===== src/rtl/hearts_hud_ctrl.sv =====
// rtl/hearts_hud_ctrl.sv - lives counter and heart-row HUD sequencer with blink FSM
// Optional define HEART_LOW_WARN_EN: slot 0 blinks continuously while idle at one life.
module hearts_hud_ctrl #(
  parameter int MAX_LIVES     = 5,
  parameter int INIT_LIVES    = 3,
  parameter int TOP_LEFT_X    = 16,
  parameter int TOP_LEFT_Y    = 8,
  parameter int SPACING       = 20,
  parameter int BLINK_PERIOD  = 8,
  parameter int BLINK_TOGGLES = 6
) (
  input  logic        clk,
  input  logic        resetN,
  input  logic        startOfFrame,
  input  logic [10:0] pixelX,
  input  logic [10:0] pixelY,
  input  logic        lifeLost,
  input  logic        lifeGained,
  input  logic        gameRestart,
  output logic [10:0] offsetX,
  output logic [10:0] offsetY,
  output logic        InsideRectangle,
  output logic [2:0]  livesCount,
  output logic        gameOver
);

  typedef enum logic [1:0] {IDLE, BLINK_LOSS, BLINK_GAIN, GAME_OVER} state_t;

  localparam logic [10:0] X0    = 11'(TOP_LEFT_X);
  localparam logic [10:0] Y0    = 11'(TOP_LEFT_Y);
  localparam logic [10:0] ROW_W = 11'(MAX_LIVES * SPACING);

  state_t      state;
  logic [2:0]  blink_slot;
  logic        blink_on;
  logic [15:0] frame_cnt;
  logic [15:0] toggle_cnt;

  logic [10:0] dx, dy, local_x;
  logic [2:0]  slot;
  logic        in_row, vis, hit, blinking, warn, lose_ok, gain_ok;

  assign dx     = pixelX - X0;
  assign dy     = pixelY - Y0;
  assign in_row = (pixelX >= X0) && (dx < ROW_W) && (pixelY >= Y0) && (dy < 11'd16);

  // Unrolled slot search: the last slot origin not beyond dx wins.
  always_comb begin
    slot    = 3'd0;
    local_x = dx;
    for (int i = 1; i < MAX_LIVES; i++) begin
      if (dx >= 11'(i * SPACING)) begin
        slot    = 3'(i);
        local_x = dx - 11'(i * SPACING);
      end
    end
  end

  assign blinking = (state == BLINK_LOSS) || (state == BLINK_GAIN);
`ifdef HEART_LOW_WARN_EN
  assign warn = (state == IDLE) && (livesCount == 3'd1);
`else
  assign warn = 1'b0;
`endif

  always_comb begin
    vis = 1'b0;
    if (state != GAME_OVER) begin
      if (blinking && slot == blink_slot)
        vis = blink_on;
      else if (warn && slot == 3'd0)
        vis = blink_on;
      else
        vis = slot < livesCount;
    end
  end

  assign hit     = in_row && (local_x < 11'd16) && vis;
  assign lose_ok = lifeLost && !lifeGained && (state != GAME_OVER) && (livesCount != 3'd0);
  assign gain_ok = lifeGained && !lifeLost && (state != GAME_OVER) && (livesCount < 3'(MAX_LIVES));

  always_ff @(posedge clk or negedge resetN) begin
    if (!resetN) begin
      state           <= IDLE;
      livesCount      <= 3'(INIT_LIVES);
      blink_slot      <= 3'd0;
      blink_on        <= 1'b1;
      frame_cnt       <= '0;
      toggle_cnt      <= '0;
      offsetX         <= '0;
      offsetY         <= '0;
      InsideRectangle <= 1'b0;
      gameOver        <= 1'b0;
    end else begin
      InsideRectangle <= hit;
      offsetX         <= hit ? local_x : 11'd0;
      offsetY         <= hit ? dy : 11'd0;

      if (gameRestart) begin
        state      <= IDLE;
        livesCount <= 3'(INIT_LIVES);
        blink_on   <= 1'b1;
        frame_cnt  <= '0;
        toggle_cnt <= '0;
        gameOver   <= 1'b0;
      end else if (lose_ok) begin
        livesCount <= livesCount - 3'd1;
        blink_slot <= livesCount - 3'd1;
        blink_on   <= 1'b1;
        frame_cnt  <= '0;
        toggle_cnt <= '0;
        state      <= BLINK_LOSS;
      end else if (gain_ok) begin
        livesCount <= livesCount + 3'd1;
        blink_slot <= livesCount;
        blink_on   <= 1'b0;
        frame_cnt  <= '0;
        toggle_cnt <= '0;
        state      <= BLINK_GAIN;
      end else if (blinking || warn) begin
        if (startOfFrame) begin
          if (frame_cnt == 16'(BLINK_PERIOD - 1)) begin
            frame_cnt <= '0;
            blink_on  <= ~blink_on;
            if (blinking) begin
              if (toggle_cnt == 16'(BLINK_TOGGLES - 1)) begin
                // Sequence done: visibility now follows livesCount alone.
                toggle_cnt <= '0;
                blink_on   <= 1'b1;
                if (state == BLINK_LOSS && livesCount == 3'd0) begin
                  state    <= GAME_OVER;
                  gameOver <= 1'b1;
                end else begin
                  state <= IDLE;
                end
              end else begin
                toggle_cnt <= toggle_cnt + 16'd1;
              end
            end
          end else begin
            frame_cnt <= frame_cnt + 16'd1;
          end
        end
      end else if (state == IDLE) begin
        blink_on   <= 1'b1;
        frame_cnt  <= '0;
        toggle_cnt <= '0;
      end
    end
  end

endmodule


===== config.mk =====
export PLATFORM = sky130hd
export DESIGN_NAME = hearts_hud_ctrl
export DESIGN_NICKNAME = d
export VERILOG_FILES = /design/src/rtl/hearts_hud_ctrl.sv
export SDC_FILE = /design/constraint.sdc
export NUM_CORES = 1
export LEC_CHECK = 0
export ABC_AREA = 1
export CORE_AREA = 2 2 97 99
export DETAILED_ROUTE_END_ITERATION = 10
export DIE_AREA = 0 0 99 101
export PLACE_DENSITY_LB_ADDON = 0.3
export SETUP_SLACK_MARGIN = 0.15
export SYNTH_ARGS = -nofsm -noshare
export SYNTH_HDL_FRONTEND = slang
export SYNTH_SLANG_ARGS = --single-unit

===== constraint.sdc =====
create_clock -name clk -period 2.58 [get_ports clk]
set_input_delay 0.516 -clock clk [delete_from_list [all_inputs] [get_ports clk]]
set_output_delay 0.516 -clock clk [all_outputs]
set_load 0.005 [all_outputs]

==> summary.txt <==
Worst setup path
  – Worst reg2reg endpoint: toggle_cnt[15]
  – Crit path launch type: input pin
  – Crit Path Class: input pin to flip-flop
  – Reg2reg path depth: 21
  – Crit-path max FO: 8
  – Endpoint type of the worst setup path: flip-flop
  – R2r startpoint: livesCount[0]
  – Reg2reg setup slack: 0.17 ns
  – Critical Path RT: 2.84 ns
  – Crit path arrival time: around 2.8 ns

Yosys
  – Compound-Gate Fraction of Synth Area: between 10% and 20%
  – Number of synthesized register bits: 65
  – Mapped Avg Cell Area: 7.60 um2
  – Syn Std Cell Area: about 4300 um2
  – XOR/XNOR share of the synthesized area: a little under 2%
  – Post-synthesis sequential area ratio: 37.5%
  – Synth Area in Adders: between 6 and 7%
  – Synth unique cells: 48
  – Simple-gate share of the synthesized area: about a third
  – Post-Syn Instances: ~570
  – Combinational family with the most area after synthesis: simple AND/OR/NAND/NOR gates
  – Synth area leaders: dfrtp_1 (36%), nand2_1 (9.8%), inv_1 (7.2%), ha_1 (6.9%), nor2_1 (5.0%)
  – Post-synthesis mux area share: 0%
  – Ys Warns: 0
  – Yosys top cell area share: 35.7%
  – Largest area contributor in the netlist: dfrtp_1

Global route
  – Initial antenna violation count: 0
  – Congestion Overflow GR: 0
  – First-pass GRT wire length: between 15 and 20 mm
  – GRT Util Overall: a little under a quarter
  – Largest net degree at the start of global routing: 28
  – Vias in the first global route: ~4,300

Route
  – Detailed Route Iter0 Violations: between 150 and 200
  – Wire per inst: about 15 um
  – Vias: between 4,000 and 5,000
  – Vias per cell: roughly 5.2
  – DRC Markers: 0
  – Final Routed Wirelength: 13.1 mm
  – 1st-pass router iterations: 5
  – Post-route ant nets: 0

Cells and area
  – Synthesis-to-finish area growth: 54.8%
  – Nets@finish: 827
  – Layout cells sized above 1: roughly 38%
  – Final instance area: ~6700 um2
  – Filler-free cell count of the finished design: ~900
  – Antenna cells: 0
  – Post-Route Utilization: between 70% and 80%

STA
  – Final period util: 100%
  – Final Hold Viols: 0
  – Setup ws final: -0.00752 ns
  – Minimum clock period: about 2.6 ns
  – Setup TNS: -0.00752 ns
  – Peak Freq: ~390 MHz
  – Min Hold Slack: 0.107 ns
  – Max-slew violations: 0
  – RSZ-0062 raised after global routing: true
  – Clock Skew: between 0.01 and 0.015 ns
  – Setup-failing EPs final: 1

Hold path
  – Hold Path Class: input pin to asynchronous set/reset pin

Die
  – Die Ht: 101 um
  – Top Ports: 55
  – Starting Density: between 40% and 50%
  – FP Rows: 35
  – Die Wd: slightly below 100 um
  – Core region area: about 9000 um2
  – Die ar.: 10000 um2

Clocking
  – Clock Sink Count: 65
  – Clock buffer depth: 2
  – CTS buffer count: 9
  – Root buffer selected by CTS: clkbuf_8
  – H-tree levels: 3
  – Clock latency on the worst-skew pair: about 0.35 ns
  – Clock transition at path regs: approximately 0.070 ns
  – CTS tree: yes

Placement
  – Post-Place Cells: around 840
  – HPWL after detailed placement: 8.47 mm
  – Post-Place Setup Slack: -0.685 ns
  – Post-DP Area: about 5800 um2
  – PortBufs: 54
  – Routability cong.: just under 0.9

Flow run
  – Max-Cap Viols: 0

Status
  – Violated checks: negative setup slack
  – Status: finished with violations

Power
  – Maximum vdd drop: roughly 260 uV
  – Overall Power: between 2 and 3 mW
  – Power Dens Cells: 424 nW/um2
  – Leakage power: 3.13 nW
layout by cell type (no fill, tap or decap), types with 5 or more instances in the layout:
cell type / instances
nand3_1: 26
dlygate4sd2_1: 5
nand2_4: 11
inv_2: 9
a21oi_2: 5
conb_1: 14
nand3_2: 9
o21ai_0: 24
nor3_1: 14
buf_6: 9
nand4_1: 7
dfrtp_1: 62
a21oi_1: 30
nor4_1: 6
inv_1: 72
ha_1: 18
nor3_2: 11
buf_4: 119
nor2_2: 11
nand2_1: 90
clkbuf_8: 9
xor2_1: 6
inv_4: 7
nand2_2: 35
nor2_4: 16
clkdlybuf4s50_1: 40
nor2_1: 44
Yosys cell counts, drive strengths merged:
cell	number
ha	24
nand4	9
nand2	135
nand3	39
nor4	6
nor2	71
o21ai	32
clkinv	3
buf	2
a211oi	2
a21oi	35
o221ai	2
a22oi	1
nand3b	1
dfstp	3
dfrtp	62
o21a	1
xnor2	3
nor3b	2
o2bb2ai	1
o211ai	2
o22ai	2
or2	2
inv	89
clkbuf	2
a31oi	3
o31ai	1
nor3	29
xor2	6
or3	1
conb	1
what timing repair did:
action	in CTS	in global routing
resized for setup	60	90
endpoints found under the setup margin	14	26
cloned	2	0
hold buffers	0	0
setup buffers	15	23
pin swaps	42	62
report_power, final:
group          internal [mW]  switching [mW]
registers               1.07          0.0313
clock network          0.539           0.401
logic                  0.365           0.449
total                   1.97           0.881
how the worst max path moves through the flow:
stage	cells after the start	startpoint	to	slack, ns
after floorplan	17	pixelX[4]	offsetX[0]	0.06
after global placement	16	pixelX[4]	offsetX[0]	-0.57
after detailed placement	16	pixelX[4]	offsetX[0]	-0.68
after CTS	20	pixelX[4]	offsetY[2]	0.11
after global routing	18	pixelX[4]	offsetX[0]	-0.09
final	19	pixelX[4]	offsetX[3]	-0.008
flip-flops by register name, indices dropped and copies added, names as in the netlist:
signal,cells
blink_slot,3
offsetX,11
offsetY,11
state,2
toggle_cnt,16
gameOver,1
InsideRectangle,1
livesCount,3
blink_on,1
frame_cnt,16
worst max-delay path, cell delays in order:
cell and delay, ns:
buf_6 0.07, buf_6 0.11, inv_12 0.03, ha_4 0.19, xnor2_4 0.31, buf_6 0.15, o21ai_4 0.06, nor2_4 0.15
buf_4 0.14, buf_4 0.09, buf_4 0.10, nand2_1 0.08, nand2_1 0.09, nand2_1 0.06, nand2_1 0.09, nand2_1 0.09
inv_2 0.12, nand4_4 0.16, nor3_2 0.23
cell type report:
type,count,area [um2]
sequential,65,1630
inverter,92,385
clock inverter,6,82.6
fill,606,2250
multi-input combinational,426,2840
timing repair buffer,181,1530
tap,111,139
clock buffer,10,128
metal layers:
metal,routed length (um),up-vias,track usage [%]
met5,0,-,0
met4,346,0,9.17
met3,560,34,3.81
met2,7000,153,42.6
met1,5170,2213,27.4
li1,-,2252,-
logic make-up (layout without fill, tap and decap cells):
kind of cell	Yosys count	count (layout)
compound gates	82	82
xor+xnor	9	9
fa+ha+maj	24	24
buf+inv	96	289
flops	65	65
other cells	1	14
simple gates	295	297
Note: power is estimated with default switching activity, not from simulation.
==> variant: new RTL, config.mk and constraints unchanged <==
Change the parameter `MAX_LIVES` from 5 to 4.
--- a/src/rtl/hearts_hud_ctrl.sv
+++ b/src/rtl/hearts_hud_ctrl.sv
@@ -1,7 +1,7 @@
 // rtl/hearts_hud_ctrl.sv - lives counter and heart-row HUD sequencer with blink FSM
 // Optional define HEART_LOW_WARN_EN: slot 0 blinks continuously while idle at one life.
 module hearts_hud_ctrl #(
-  parameter int MAX_LIVES     = 5,
+  parameter int MAX_LIVES     = 4,
   parameter int INIT_LIVES    = 3,
   parameter int TOP_LEFT_X    = 16,
   parameter int TOP_LEFT_Y    = 8,
Check against the original RTL: not equivalent (a bounded check fails within 4 cycles, from zero or initial values and one cycle with resetN low).
==> variant against the unedited design <==
Clock skew down 0.0053 ns. Area after synthesis decreased by 2.6%. Design area shrank 8.8%. Utilization down 6.6 points. Highest routed layer unchanged. Total power is 1.1% higher. Routed wire length decreased by 11%. Worst setup slack improved by 0.14 ns. Sequential cell count unchanged.
==> variant: results (changes against the unedited design) <==
postcts setup bufs - 10 (-5)
Synth Area in Adders - 6.80% (-0.11 points)
largest net degree at the start of global routing - 42 (+50%)
HPWL after DPL - 8700 um (+2.8%)
share of cells above drive strength 1 - 27.1% (-11 points)
CP top delay family - simple AND/OR/NAND/NOR gates
Worst-path clk slew - 0.07 ns (about the same)
DR WL/cell - 13.5 um (-8.0%)
H-tree Lvls - 3 (unchanged)
Primary FF master, synth - dfrtp_1
first drt pass iteration count - 5 (unchanged)
CP Max Fanout - 6 (-2)
Resized Gates After CTS - 47 (-22%)
yosys warns - 0 (unchanged)
dpl ws - -0.705 ns (-0.0198 ns)
Post-synth EDFFs - 0 (unchanged)
combinational share of power - 32.2% (+3.7 points)
internal power - 0.00195 W (-0.94%)
cts bufs inserted - 9 (unchanged)
clk_skew - 0.00855 ns (-0.00532 ns)
Unique masters post-synth - 46 (-4.2%)
vias per inst - 5.14 (-1.6%)
Synth Area in XOR/XNOR - 3.08% (+1.1 points)
largest stage delay on the critical path - 0.25 ns (-0.06 ns)
slowest stage cell, crit path - xnor2_4
Post-Syn Instances - 583 (+1.9%)
Cell Pwr Density - 470 nW/um^2 (+11%)
leakage - 2.94 nW (-6.1%)
Compound-Gate Fraction of Synth Area - 11.3% (+0.79 points)
Seq/Total Area, Yosys - 38.5% (+1.0 points)
synthesis-to-finish area growth - 45.0%
ANT cells - 0 (unchanged)
Filler cells - 730 (+20%)
GP Congestion - 0.957 (+7.7%)
placed insts - 831 (-0.48%)
ys async rst share - 100% (unchanged)
ranking of synthesized cells by area - dfrtp_1 (37%), nand2_1 (11%), inv_1 (8.2%)
sequential power - 0.00114 W (+4%)
Starting DRT DRC Count - 168 (-2.3%)
Total Routing Usage GR - 24.2% (+0.88 points)
placed cell area - 5570 sq um (-3.3%)
outcome - complete, no violations
Regs by FF count - frame_cnt: 16 flops, toggle_cnt: 16 flops
global-route wire length before repair - 19600 um (+3.1%)
crit path DAT - 2.71 ns (-0.13 ns)
vias post-DR - 4439 (-4.6%)
Max IR drop VDD - 0.397 mV (+51%)
most frequent cells after synthesis - nand2_1 (124), inv_1 (93), nor2_1 (73)
Final nets - 800 (-3.3%)
initial antenna violation count - 0 (unchanged)
CTS Root Cell - clkbuf_8
worst skew pair latency - 0.34 ns
I/O Buffers - 54 (unchanged)
clock buffer depth - 2 (unchanged)
HP Class - primary input to asynchronous set/reset pin
## variant: worst paths after layout
| path | from | end | slack [ns] | depth (start not counted) |
|---|---|---|---|---|
| worst max-delay path | pixelX[4] | offsetX[1] | 0.13 | 16 |
| worst min-delay path | resetN | state[0] | 0.18 | 1 |
| worst min register to register | blink_on | blink_on | 0.51 | 2 |
| worst max register to register | state[0] | offsetX[1] | 0.29 | 12 |
| min in group clk | pixelY[3] | offsetY[3] | 0.45 | 3 |
| max in group asynchronous | resetN | blink_on | 1.73 | 2 |
## variant: area by class of cell
cell class / instances / area share [%]
flip-flops and latches: 65 / 26.6
clock inverters: 5 / 0.938
inverters: 96 / 6.08
repair buffers: 148 / 20.8
clock buffers: 10 / 2.08
well taps: 111 / 2.26
multi-input cells: 429 / 41.3
## variant: per-layer routing
metal	part of all wire [%]	global-route usage (%)	vias up	routed length, um
li1	-	-	2204	-
met1	40	28.0	2097	4720
met2	53	44.7	108	6150
met3	3.9	3.81	30	450
met4	3.0	9.69	0	354
met5	0	0	-	0
